File: src/rtl/bus_target_unit_v35.sv
// V35 external-bus target: decodes CPU memory/IO cycles, holds ready low while each one is
// forwarded as a single word-wide req/ack transaction. Optional macro: BUS_TIMEOUT_EN.
module bus_target_unit_v35 #(
   parameter int unsigned MEM_WAIT = 0,
   parameter int unsigned IO_WAIT  = 1,
   parameter int unsigned TIMEOUT  = 64
) (
   input  logic        i_clk,
   input  logic        i_n_reset,
   input  logic        i_ce_1,
   input  logic        i_ce_2,
   input  logic        i_n_mreq,
   input  logic        i_n_mstb,
   input  logic        i_n_iostb,
   input  logic        i_r_w,
   input  logic        i_n_ube,
   input  logic [19:0] i_addr,
   input  logic [15:0] i_bus_wdata,
   input  logic        i_intack_cycle,
   output logic        o_ready,
   output logic [15:0] o_bus_rdata,
   output logic        o_mem_req,
   input  logic        i_mem_ack,
   output logic        o_mem_we,
   output logic        o_mem_io,
   output logic [18:0] o_mem_addr,
   output logic [1:0]  o_mem_be,
   output logic [15:0] o_mem_wdata,
   input  logic [15:0] i_mem_rdata,
   output logic        o_bus_error
);

   localparam int unsigned MAXW = (MEM_WAIT > IO_WAIT) ? MEM_WAIT : IO_WAIT;
   localparam int WCW = (MAXW > 0) ? $clog2(MAXW + 1) : 1;

   localparam logic [1:0] S_IDLE   = 2'd0;
   localparam logic [1:0] S_WAIT   = 2'd1;
   localparam logic [1:0] S_ACCESS = 2'd2;
   localparam logic [1:0] S_DONE   = 2'd3;

   logic [1:0]     r_state;
   logic [WCW-1:0] r_wcnt;
   logic           r_ack;
   logic           r_ready;
   logic [15:0]    r_bus_rdata;
   logic           r_mem_req;
   logic           r_mem_we;
   logic           r_mem_io;
   logic [18:0]    r_mem_addr;
   logic [1:0]     r_mem_be;
   logic [15:0]    r_mem_wdata;

   logic           w_ce;
   logic           w_strobe;
   logic           w_start;
   logic [1:0]     w_be;
   logic [WCW-1:0] w_wait_ld;
   logic [15:0]    w_rdata_lanes;

   assign w_ce      = i_ce_1 | i_ce_2;
   assign w_strobe  = ~i_n_mstb | ~i_n_iostb;
   assign w_start   = i_ce_2 & ~i_n_mreq & w_strobe;
   assign w_be      = {~i_n_ube, ~i_addr[0]};
   assign w_wait_ld = i_n_iostb ? WCW'(MEM_WAIT) : WCW'(IO_WAIT);

   // Unselected lanes read back as floating-bus ones.
   assign w_rdata_lanes = {r_mem_be[1] ? i_mem_rdata[15:8] : 8'hff,
                           r_mem_be[0] ? i_mem_rdata[7:0]  : 8'hff};

`ifdef BUS_TIMEOUT_EN
   localparam int TOW = $clog2(TIMEOUT + 1);
   logic [TOW-1:0] r_to_cnt;
   logic           r_bus_error;
   assign o_bus_error = r_bus_error;
`else
   logic w_unused_to;
   assign w_unused_to = (TIMEOUT == 0);
   assign o_bus_error = 1'b0;
`endif

   always_ff @(posedge i_clk or negedge i_n_reset) begin
      if (!i_n_reset) begin
         r_state     <= S_IDLE;
         r_wcnt      <= '0;
         r_ack       <= 1'b0;
         r_ready     <= 1'b1;
         r_bus_rdata <= 16'hffff;
         r_mem_req   <= 1'b0;
         r_mem_we    <= 1'b0;
         r_mem_io    <= 1'b0;
         r_mem_addr  <= '0;
         r_mem_be    <= '0;
         r_mem_wdata <= '0;
`ifdef BUS_TIMEOUT_EN
         r_to_cnt    <= '0;
         r_bus_error <= 1'b0;
`endif
      end else begin
`ifdef BUS_TIMEOUT_EN
         r_bus_error <= 1'b0;
`endif
         // Ack is taken on any clk; completion toward the CPU waits for a phase edge.
         if (r_mem_req && i_mem_ack) begin
            r_mem_req <= 1'b0;
            r_ack     <= 1'b1;
            if (!r_mem_we) r_bus_rdata <= w_rdata_lanes;
         end

         case (r_state)
            S_IDLE: begin
               if (w_start) begin
                  r_mem_addr  <= i_addr[19:1];
                  r_mem_be    <= w_be;
                  r_mem_we    <= ~i_r_w;
                  r_mem_io    <= ~i_n_iostb;
                  r_mem_wdata <= i_bus_wdata;
                  r_ack       <= 1'b0;
                  r_ready     <= 1'b0;
                  if (i_intack_cycle || (w_be == 2'b00)) begin
                     r_bus_rdata <= 16'hffff;
                     r_state     <= S_DONE;
                  end else if (w_wait_ld != '0) begin
                     r_wcnt  <= w_wait_ld;
                     r_state <= S_WAIT;
                  end else begin
                     r_mem_req <= 1'b1;
`ifdef BUS_TIMEOUT_EN
                     r_to_cnt  <= '0;
`endif
                     r_state   <= S_ACCESS;
                  end
               end
            end

            S_WAIT: begin
               // CPU dropped its strobes before the access was issued: nothing to finish.
               if (w_ce && !w_strobe) begin
                  r_ready <= 1'b1;
                  r_state <= S_IDLE;
               end else if (i_ce_1) begin
                  r_wcnt <= r_wcnt - WCW'(1);
                  if (r_wcnt == WCW'(1)) begin
                     r_mem_req <= 1'b1;
`ifdef BUS_TIMEOUT_EN
                     r_to_cnt  <= '0;
`endif
                     r_state   <= S_ACCESS;
                  end
               end
            end

            S_ACCESS: begin
               if (w_ce && r_ack) begin
                  r_ready <= 1'b1;
                  r_state <= S_DONE;
               end
`ifdef BUS_TIMEOUT_EN
               else if (i_ce_1) begin
                  if (r_to_cnt == TOW'(TIMEOUT - 1)) begin
                     r_mem_req   <= 1'b0;
                     r_bus_rdata <= 16'hffff;
                     r_bus_error <= 1'b1;
                     r_ready     <= 1'b1;
                     r_state     <= S_DONE;
                  end else begin
                     r_to_cnt <= r_to_cnt + TOW'(1);
                  end
               end
`endif
            end

            S_DONE: begin
               // Strobes must go high before another cycle can be decoded.
               if (w_ce) begin
                  r_ready <= 1'b1;
                  if (i_n_mstb && i_n_iostb) r_state <= S_IDLE;
               end
            end

            default: r_state <= S_IDLE;
         endcase
      end
   end

   assign o_ready     = r_ready;
   assign o_bus_rdata = r_bus_rdata;
   assign o_mem_req   = r_mem_req;
   assign o_mem_we    = r_mem_we;
   assign o_mem_io    = r_mem_io;
   assign o_mem_addr  = r_mem_addr;
   assign o_mem_be    = r_mem_be;
   assign o_mem_wdata = r_mem_wdata;

endmodule

File: config.mk
export PLATFORM = sky130hd
export DESIGN_NAME = bus_target_unit_v35
export DESIGN_NICKNAME = d
export VERILOG_FILES = /design/src/rtl/bus_target_unit_v35.sv
export SDC_FILE = /design/constraint.sdc
export NUM_CORES = 1
export LEC_CHECK = 0
export CAP_MARGIN = 20
export CORE_MARGIN = 10
export CORE_UTILIZATION = 41
export DETAILED_ROUTE_END_ITERATION = 12
export PLACE_DENSITY = 0.88
export SETUP_SLACK_MARGIN = 0.3
export SKIP_LAST_GASP = 1
export SYNTH_ARGS = -nofsm -noshare
export SYNTH_HDL_FRONTEND = slang
export SYNTH_SLANG_ARGS = --single-unit
File: constraint.sdc
create_clock -name i_clk -period 1.87 [get_ports i_clk]
set_clock_uncertainty 0.2 [all_clocks]
set_input_delay 0.561 -clock i_clk [delete_from_list [all_inputs] [get_ports i_clk]]
set_output_delay 0.561 -clock i_clk [all_outputs]
set_load 0.005 [all_outputs]
# After elaboration in Yosys (flattened, before gate mapping)
# Index checks and enable logic that the tools add are counted.
classes:
  n_addsub: 1
  mul: 0
  n_div: 0
  order_cmp: 0
  eq_ne: 14
  n_shift: 0
  muxes: 39
  bitwise_logic: 10
  reduce_logical: 13
op_table:
  columns: ["op", "count"]
  rows:
  - ["2-to-1 mux 16 bit", 5]
  - ["2-to-1 mux 1 bit", 19]
  - ["2-to-1 mux 2 bit", 9]
  - ["inequality test 2 bit, second input constant", 9]
  - ["2-to-1 mux 8 bit", 2]
  - ["AND reduction 6 bit", 2]
  - ["case mux 2 bit (4 select lines)", 1]
  - ["inequality test 3 bit, second input constant", 2]
  - ["inverter 1 bit", 6]
  - ["equality test 2 bit, second input constant", 2]
  - ["logical AND 1 bit", 4]
  - ["zero test 2 bit", 2]
  - ["case mux 1 bit (2 select lines)", 2]
  - ["case mux 1 bit (4 select lines)", 1]
  - ["AND reduction 4 bit", 1]
  - ["bitwise AND 1 bit", 2]
  - ["equality test 2 x 1 -> 1 bit, second input constant", 1]
  - ["OR 1 bit", 2]
  - ["AND reduction 2 bit", 1]
  - ["nonzero test 2 bit", 1]
  - ["zero test 1 bit", 1]
  - ["logical OR 1 bit", 1]
  - ["subtractor 1 bit, second input constant", 1]
word_totals:
  ff_bits: 61
  latchBits: 0
  mem_bits_rw: 0
  mem_bits_ro: 0
  in_bits: 63
  output_inout_bits: 58
  word_cells: 88
  mem_count: 0

# Depth between registers and ports, before layout
# Gate-level depths: netlist (run 1).
logic_depth:
  word_depth: 6
  ltp_mapped: 7
  depth_no_buf: 5

# Least setup slack after synthesis (run 1)
# OpenSTA, ideal clock, no wires.
synth_path:
  kind: "input -> register"
  from: "input port i_n_iostb"
  to: "register r_mem_be[0] (netlist: o_mem_be[0])"
  setup_time_ns: 0.118
  arrival_time_ns: 1.434
  setup_slack_ns: 0.118
  cell_stages: 7
  cell_sequence: "nand2_2 nand3_1 or3_1 buf_6 buf_6 nand2_1 o21ai_2"
synth_via:
  elab_chain_cells: 4
synth_lines:
  columns: ["element", "line_no", "source"]
  rows:
  - ["from (decl)", "14", "input logic i_n_iostb,"]
  - ["inverter 1 bit", "61", "assign w_strobe = ~i_n_mstb | ~i_n_iostb;"]
  - ["OR 1 bit", "61", null]
  - ["bitwise AND 1 bit", "62", "assign w_start = i_ce_2 & ~i_n_mreq & w_strobe;"]
  - ["AND reduction 2 bit (no source line)", null, null]
  - ["to (signal assigned)", "113", "r_mem_be <= w_be;"]
  - ["to (decl)", "50", "logic [1:0] r_mem_be;"]
# No other way between the ends.
# A chain may end at the register's enable or synchronous reset.

# Worst setup path after layout (run 1)
layout_path:
  from: "register r_bus_rdata[10] (netlist: o_bus_rdata[10])"
  to: "output port o_bus_rdata[10]"
layout_lines:
  columns: ["element", "line_no", "source"]
  rows:
  - ["from (decl)", "45", "logic [15:0] r_bus_rdata;"]
  - ["from (signal assigned)", "106", "if (!r_mem_we) r_bus_rdata <= w_rdata_lanes;"]
  - ["to (decl)", "21", "output logic [15:0] o_bus_rdata,"]
# No word-level cell between the ends.

==> results.md, run 1 <==
* Status: completed
* Synthesis Warnings at 0
* Critical Path Start: o_bus_rdata[10]
* Core area at 6280 um^2
* Post-layout nets at 552
* Grt total ovfl at 0
* Sequential share of the synthesized area at 0.591
* Most frequent cells in the layout: buf_4, nand2_1, nand2_2, clkdlybuf4s50_1, buf_2
* Commonest non-fill, non-tap cell in the layout: buf_4
* Buffers & Inverters on Critical Path at 1
* Final Hold Vio Count at 0
* CP Cell Sequence: buf_6
* Seq cells post-synth at 61
* CP delay by family, top: flip-flops
* Routed len/inst at 20.0 um
* Fin crit share at 0.933
* Async S/R FF share, synth at 1.00
* CTS tree: done
* Leakage at 2.56 nW
* Chip width at 99.9 um
* Max H-tree Level at 3
* Number of max-cap violations at 0
* Routed via count at 2,913
* Post-synth EDFFs at 0
* Final design utilization at 0.839
* TritonCTS Sinks at 61
* Post-synthesis cell count at 281
* Number of fillers in the final layout at 337
* First-pass GRT wire length at 15,400 um
* Dpl cells at 480
* Vias in the first global route at 3,014
* FF-to-FF Start: r_state[0]
* Drt first pass iters at 4
* Synth unique cells at 29
* Crit-path max FO at 2
* Row cnt at 29
* Cell Area, Synth at 2620 um^2
* Hold Crit Class: input port to async pin
* Non-filler cells, final at 571
* Largest net degree at the start of global routing at 62
* Initial antenna violation count at 0
* Layout cells sized above 1 at 0.591
* Worst EP arrival at 0.98 ns
* Hold buffer count at cts at 0
* Worst stage delay on the critical path at 0.56 ns
* Hpwl dp at 5810 um
* Slowest CP cell: dfstp_2
* Crit path time final at 1.74 ns
* Mean Syn Cell Area at 9.32 um^2
* Syn_nets at 344
* Max Fclk at 0.573 GHz
* Initial core utilization at 0.417
* Die area at 9980 um^2
* Post-route ant nets at 0
* Clk Latency, worst-skew pair at 0.32 ns
* Final wirelength at 11,400 um
* Tot GR Track Use at 0.192
* Final setup vio count at 0
* DR DRC count at 0
* Total power draw at 7.58 mW
* Critical path data required time at 1.11 ns
* Worst IR Drop VDD at 0.896 mV
* TritonCTS buffer count at 9
* DRT iter0 DRCs at 121
* Ys flop type: dfrtp_1
* GPL Wtd Cong at 0.819
* ANT cells at 0
* Cell Pwr Density at 1440 nW/um^2
* I/O Buffers at 119
* Critical Path Sink Type: primary output
* Area Growth Syn to Fin at 101%
* Final Max Slew Viols at 0
* Startpoint Class: flip-flop
* Die Y-Extent at 99.9 um
* Setup Crit Path Kind: flip-flop to primary output
* Top Ports at 121
* Vias per Instance at 5.10
* Root Buffer: clkbuf_8
* RSZ-0062 raised after global routing: yes
* Clock slew at reported path FFs at 0.07 ns
* Clk buf depth at 2
cell usage after synthesis (2+ instances only):
library cell    n  area share
mux2_4          2       0.011
inv_1           2      0.0029
nor2_1          7       0.010
nor3_1          3      0.0057
o21ai_2         3       0.010
clkbuf_1        5      0.0072
buf_6           5       0.021
buf_4           4       0.011
o21ai_0        18       0.034
nand2_1       130        0.19
dfrtp_1        44        0.42
a31oi_1         3      0.0072
a21oi_1         4      0.0076
a21o_1          2      0.0057
buf_2           3      0.0057
nand3b_1       16       0.046
nand2_2         2      0.0048
dfstp_2        17        0.17
layout make-up:
class / instances / area [um^2] / share of cell area
clock inverters: 1 / 5.00 / 0.000950
inverters: 2 / 10.0 / 0.00190
flip-flops and latches: 61 / 1550 / 0.294
multi-input cells: 200 / 1380 / 0.261
well taps: 77 / 96.3 / 0.0183
repair buffers: 215 / 2060 / 0.390
clock buffers: 15 / 176 / 0.0335
report_power, final:
| group | total (mW) | internal (mW) | switching (mW) |
|---|---|---|---|
| Clock | 1.08 | 0.591 | 0.491 |
| Sequential | 2.47 | 2.04 | 0.426 |
| Combinational | 4.03 | 2.30 | 1.73 |
| Total | 7.58 | 4.93 | 2.65 |
layer usage:
metal / GRT usage / part of all wire / up-vias
li1: - / - / 1318
met1: 0.214 / 0.37 / 1461
met2: 0.328 / 0.54 / 110
met3: 0.0721 / 0.059 / 24
met4: 0.0684 / 0.027 / 0
met5: 0 / 0 / -
repair_timing:
| item | 4_1_cts | 5_1_grt |
|---|---|---|
| pin swaps | 23 | 37 |
| resized for setup | 323 | 105 |
| gates cloned | 8 | 4 |
| endpoints found under the setup margin | 118 | 112 |
| buffers inserted | 43 | 20 |
cells by family after synthesis:
group / share of synthesized area
AND/OR/NAND/NOR: 0.262
flip-flops: 0.591
AO/OA/AOI/OAI: 0.0803
buffers and inverters: 0.0540
multiplexers: 0.0115
other: 0.00143
state kept, by name, indices dropped and copies added (netlist names):
name,count
o_mem_be,2
o_mem_wdata,16
o_mem_addr,19
o_mem_we,1
o_ready,1
o_mem_req,1
r_state,2
r_wcnt,1
o_bus_rdata,16
r_ack,1
o_mem_io,1
path summary, 6_finish.rpt:
check,to,cells after the start,slack [ns]
min in group i_clk,o_mem_addr[11],2,0.29
worst min register to register,o_mem_addr[11],2,0.29
worst max-delay path,o_bus_rdata[10],1,0.13
worst min-delay path,r_wcnt,2,0.04
max in group asynchronous,o_bus_rdata[11],2,1.12
worst max register to register,o_mem_addr[6],7,0.17
stage by stage:
stage                     TNS [ns]  worst slack [ns]  hold WS [ns]  cell area, um^2
after floorplan                  0             0.128        0.0654             2640
after global placement      -26.71            -0.504         0.253             4000
after detailed placement    -27.36            -0.535         0.260             4000
after CTS                        0             0.130        0.0409             4680
after global routing             0            0.0921        0.0490             5270
final                            0             0.126        0.0437             5270
Power figures use the tool's default switching activity.
==> run 2, diff against run 1 <==
--- a/config.mk
+++ b/config.mk
@@ -6,10 +6,13 @@
 export NUM_CORES = 1
 export LEC_CHECK = 0
 export CAP_MARGIN = 20
+export CELL_PAD_IN_SITES_DETAIL_PLACEMENT = 0
+export CELL_PAD_IN_SITES_GLOBAL_PLACEMENT = 1
 export CORE_MARGIN = 10
-export CORE_UTILIZATION = 41
+export CORE_UTILIZATION = 30
 export DETAILED_ROUTE_END_ITERATION = 12
-export PLACE_DENSITY = 0.88
+export MAX_ROUTING_LAYER = met4
+export PLACE_DENSITY = 0.89
 export SETUP_SLACK_MARGIN = 0.3
 export SKIP_LAST_GASP = 1
 export SYNTH_ARGS = -nofsm -noshare
==> constraint.sdc (replaced) <==
create_clock -name i_clk -period 1.87 [get_ports i_clk]
set_clock_uncertainty 0.2 [all_clocks]
set_input_delay 0.561 -clock i_clk [delete_from_list [all_inputs] [get_ports i_clk]]
set_output_delay 0.561 -clock i_clk [all_outputs]
set_load 0.01 [all_outputs]
==> run 2 against run 1 <==
Net effect: final cell count rose by 4.4%; maximum frequency about the same; critical path depth is the same; utilization decreased by 20 points; largest cell class unchanged; die area is 29% higher.
==> results.md, run 2 (same netlist as run 1, synthesis figures left out) <==
* Status: completed
* Non-filler cells, final at 596
* Die area at 12,900 um^2
* Final setup vio count at 0
* Root Buffer: clkbuf_8
* ANT cells at 0
* Grt total ovfl at 0
* Buffers & Inverters on Critical Path at 1
* Switching pwr at 2.71 mW
* RSZ-0062 raised after global routing: yes
* Worst IR Drop VDD at 0.694 mV
* Hold buffer count at cts at 0
* Met1 Wirelength at 4050 um
* Critical Path Sink Type: primary output
* Multi-input logic area at 1370 um^2
* Initial core utilization at 0.305
* Top Ports at 121
* Capturing point of the worst reg2reg path: o_mem_wdata[11]
* Clk buf depth at 2
* Met2 WL at 5610 um
* TritonCTS Sinks at 61
* Final design utilization at 0.638
* Max reg flops at 19
* Sw Ratio at 0.348
* Post-route ant nets at 0
* Post-layout nets at 546
* Final wirelength at 10,500 um
* Commonest non-fill, non-tap cell in the layout: nand2_2
* Area Growth Syn to Fin at 109%
* Vias in the first global route at 2,895
* Startpoint Class: flip-flop
* Reg2reg path depth at 8
* Routed via count at 2,753
* Cell area after layout at 5480 um^2
* Leakage at 2.66 nW
* Reg2Reg Setup Slack at 0.14 ns
* Hold_ws at 0.0227 ns
* GPL Wtd Cong at 0.834
* Max Fclk at 0.573 GHz
* Met3 wire length at 704 um
* Number of fillers in the final layout at 686
* Combinational Power Share at 0.538
* Seq pwr share at 0.319
* CP Cell Sequence: buf_6
* Crit path time final at 1.74 ns
* Layout cells sized above 1 at 0.600
* First-pass GRT wire length at 15,300 um
* FF-to-FF Start: r_state[0]
* Clk Latency, worst-skew pair at 0.33 ns
* Tot GR Track Use at 0.153
* Crit-path max FO at 2
* DRT iter0 DRCs at 72
* Worst EP arrival at 0.98 ns
* Cell Int Power at 5.09 mW
* Row cnt at 34
* Clock slew at reported path FFs at 0.07 ns
* CTS tree: done
* Setup Crit Path Kind: flip-flop to primary output
* Cell Pwr Density at 1420 nW/um^2
* Total power draw at 7.80 mW
* Routed len/inst at 17.7 um
* Final Hold Vio Count at 0
* Number of max-cap violations at 0
* Hold Crit Class: input port to async pin
* Chip width at 113 um
* Drt first pass iters at 4
* TritonCTS buffer count at 9
* Sequential cell area at 1550 um^2
* Highest Signal Layer: met4
* Core area at 8590 um^2
* Hpwl dp at 5640 um
* CP delay by family, top: flip-flops
* Fin crit share at 0.933
* Post-DP Area at 4030 um^2
* Slowest CP cell: dfstp_2
* Largest net degree at the start of global routing at 62
* DR DRC count at 0
* Worst stage delay on the critical path at 0.55 ns
* Vias per Instance at 4.62
* Critical path data required time at 1.11 ns
* Final Max Slew Viols at 0
* I/O Buffers at 119
* Most frequent cells in the layout: nand2_2, buf_4, clkdlybuf4s50_1
* Max H-tree Level at 3
* Initial antenna violation count at 0
* Clock power share at 0.143
* Die Y-Extent at 113 um
* Dpl cells at 511
-- run 2: cell types whose count changed in the layout (fill, tap and decap cells not counted), moves of 3 or more --
cell,change
buf_4,-9
o21ai_1,-8
nand2_2,+15
buf_16,+3
buf_2,-24
nand2_4,-3
buf_6,+20
nand2_1,-12
o21ai_0,+7
buf_8,+3
-- run 2: per-stage QoR --
stage	worst slack (ns)	setup TNS, ns
after floorplan	0.128	0
after global placement	-0.562	-29.09
after detailed placement	-0.584	-29.96
after CTS	0.107	0
after global routing	0.0868	0
final	0.125	0
-- run 2: cell type report --
cell class	instances	area share
Clock buffer	13	0.0310
Timing Repair Buffer	209	0.407
Tap cell	108	0.0246
Inverter	2	0.00183
Sequential cell	61	0.283
Clock inverter	3	0.00297
Multi-Input combinational cell	200	0.250
-- run 2: how the worst max path moves through the flow --
stage                    from         endpoint  cells past startpoint  slack (ns)
6_report       o_bus_rdata[8]   o_bus_rdata[8]                      1        0.13
5_1_grt        o_bus_rdata[5]   o_bus_rdata[5]                      1        0.09
4_1_cts        o_bus_rdata[5]   o_bus_rdata[5]                      1        0.11
3_5_place_dp        i_n_iostb  o_mem_wdata[14]                      7       -0.58
3_3_place_gp        i_n_iostb   o_mem_wdata[9]                      7       -0.56
2_1_floorplan       i_n_iostb      o_mem_be[0]                      7        0.13
-- run 2: power by group through the flow --
stage | sequential (mW) | clock [mW] | combinational [mW]
floorplan | 2.64 | 0 | 0.881
global placement | 2.39 | 0 | 2.73
detailed placement | 2.42 | 0 | 2.78
CTS | 2.46 | 1.14 | 3.38
global route | 2.56 | 1.20 | 4.51
finish | 2.49 | 1.12 | 4.20
-- run 2: routing by layer --
metal	vias to the layer above	global-route usage
met5	-	-
met4	0	0.0474
met3	14	0.0562
met2	85	0.258
met1	1334	0.164
li1	1320	-
-- run 2: what timing repair did --
item | 4_1_cts | 5_1_grt
pin swaps | 25 | 77
gates cloned | 10 | 5
setup buffers | 32 | 22
setup endpoints to repair | 118 | 117
gates resized for setup | 337 | 121
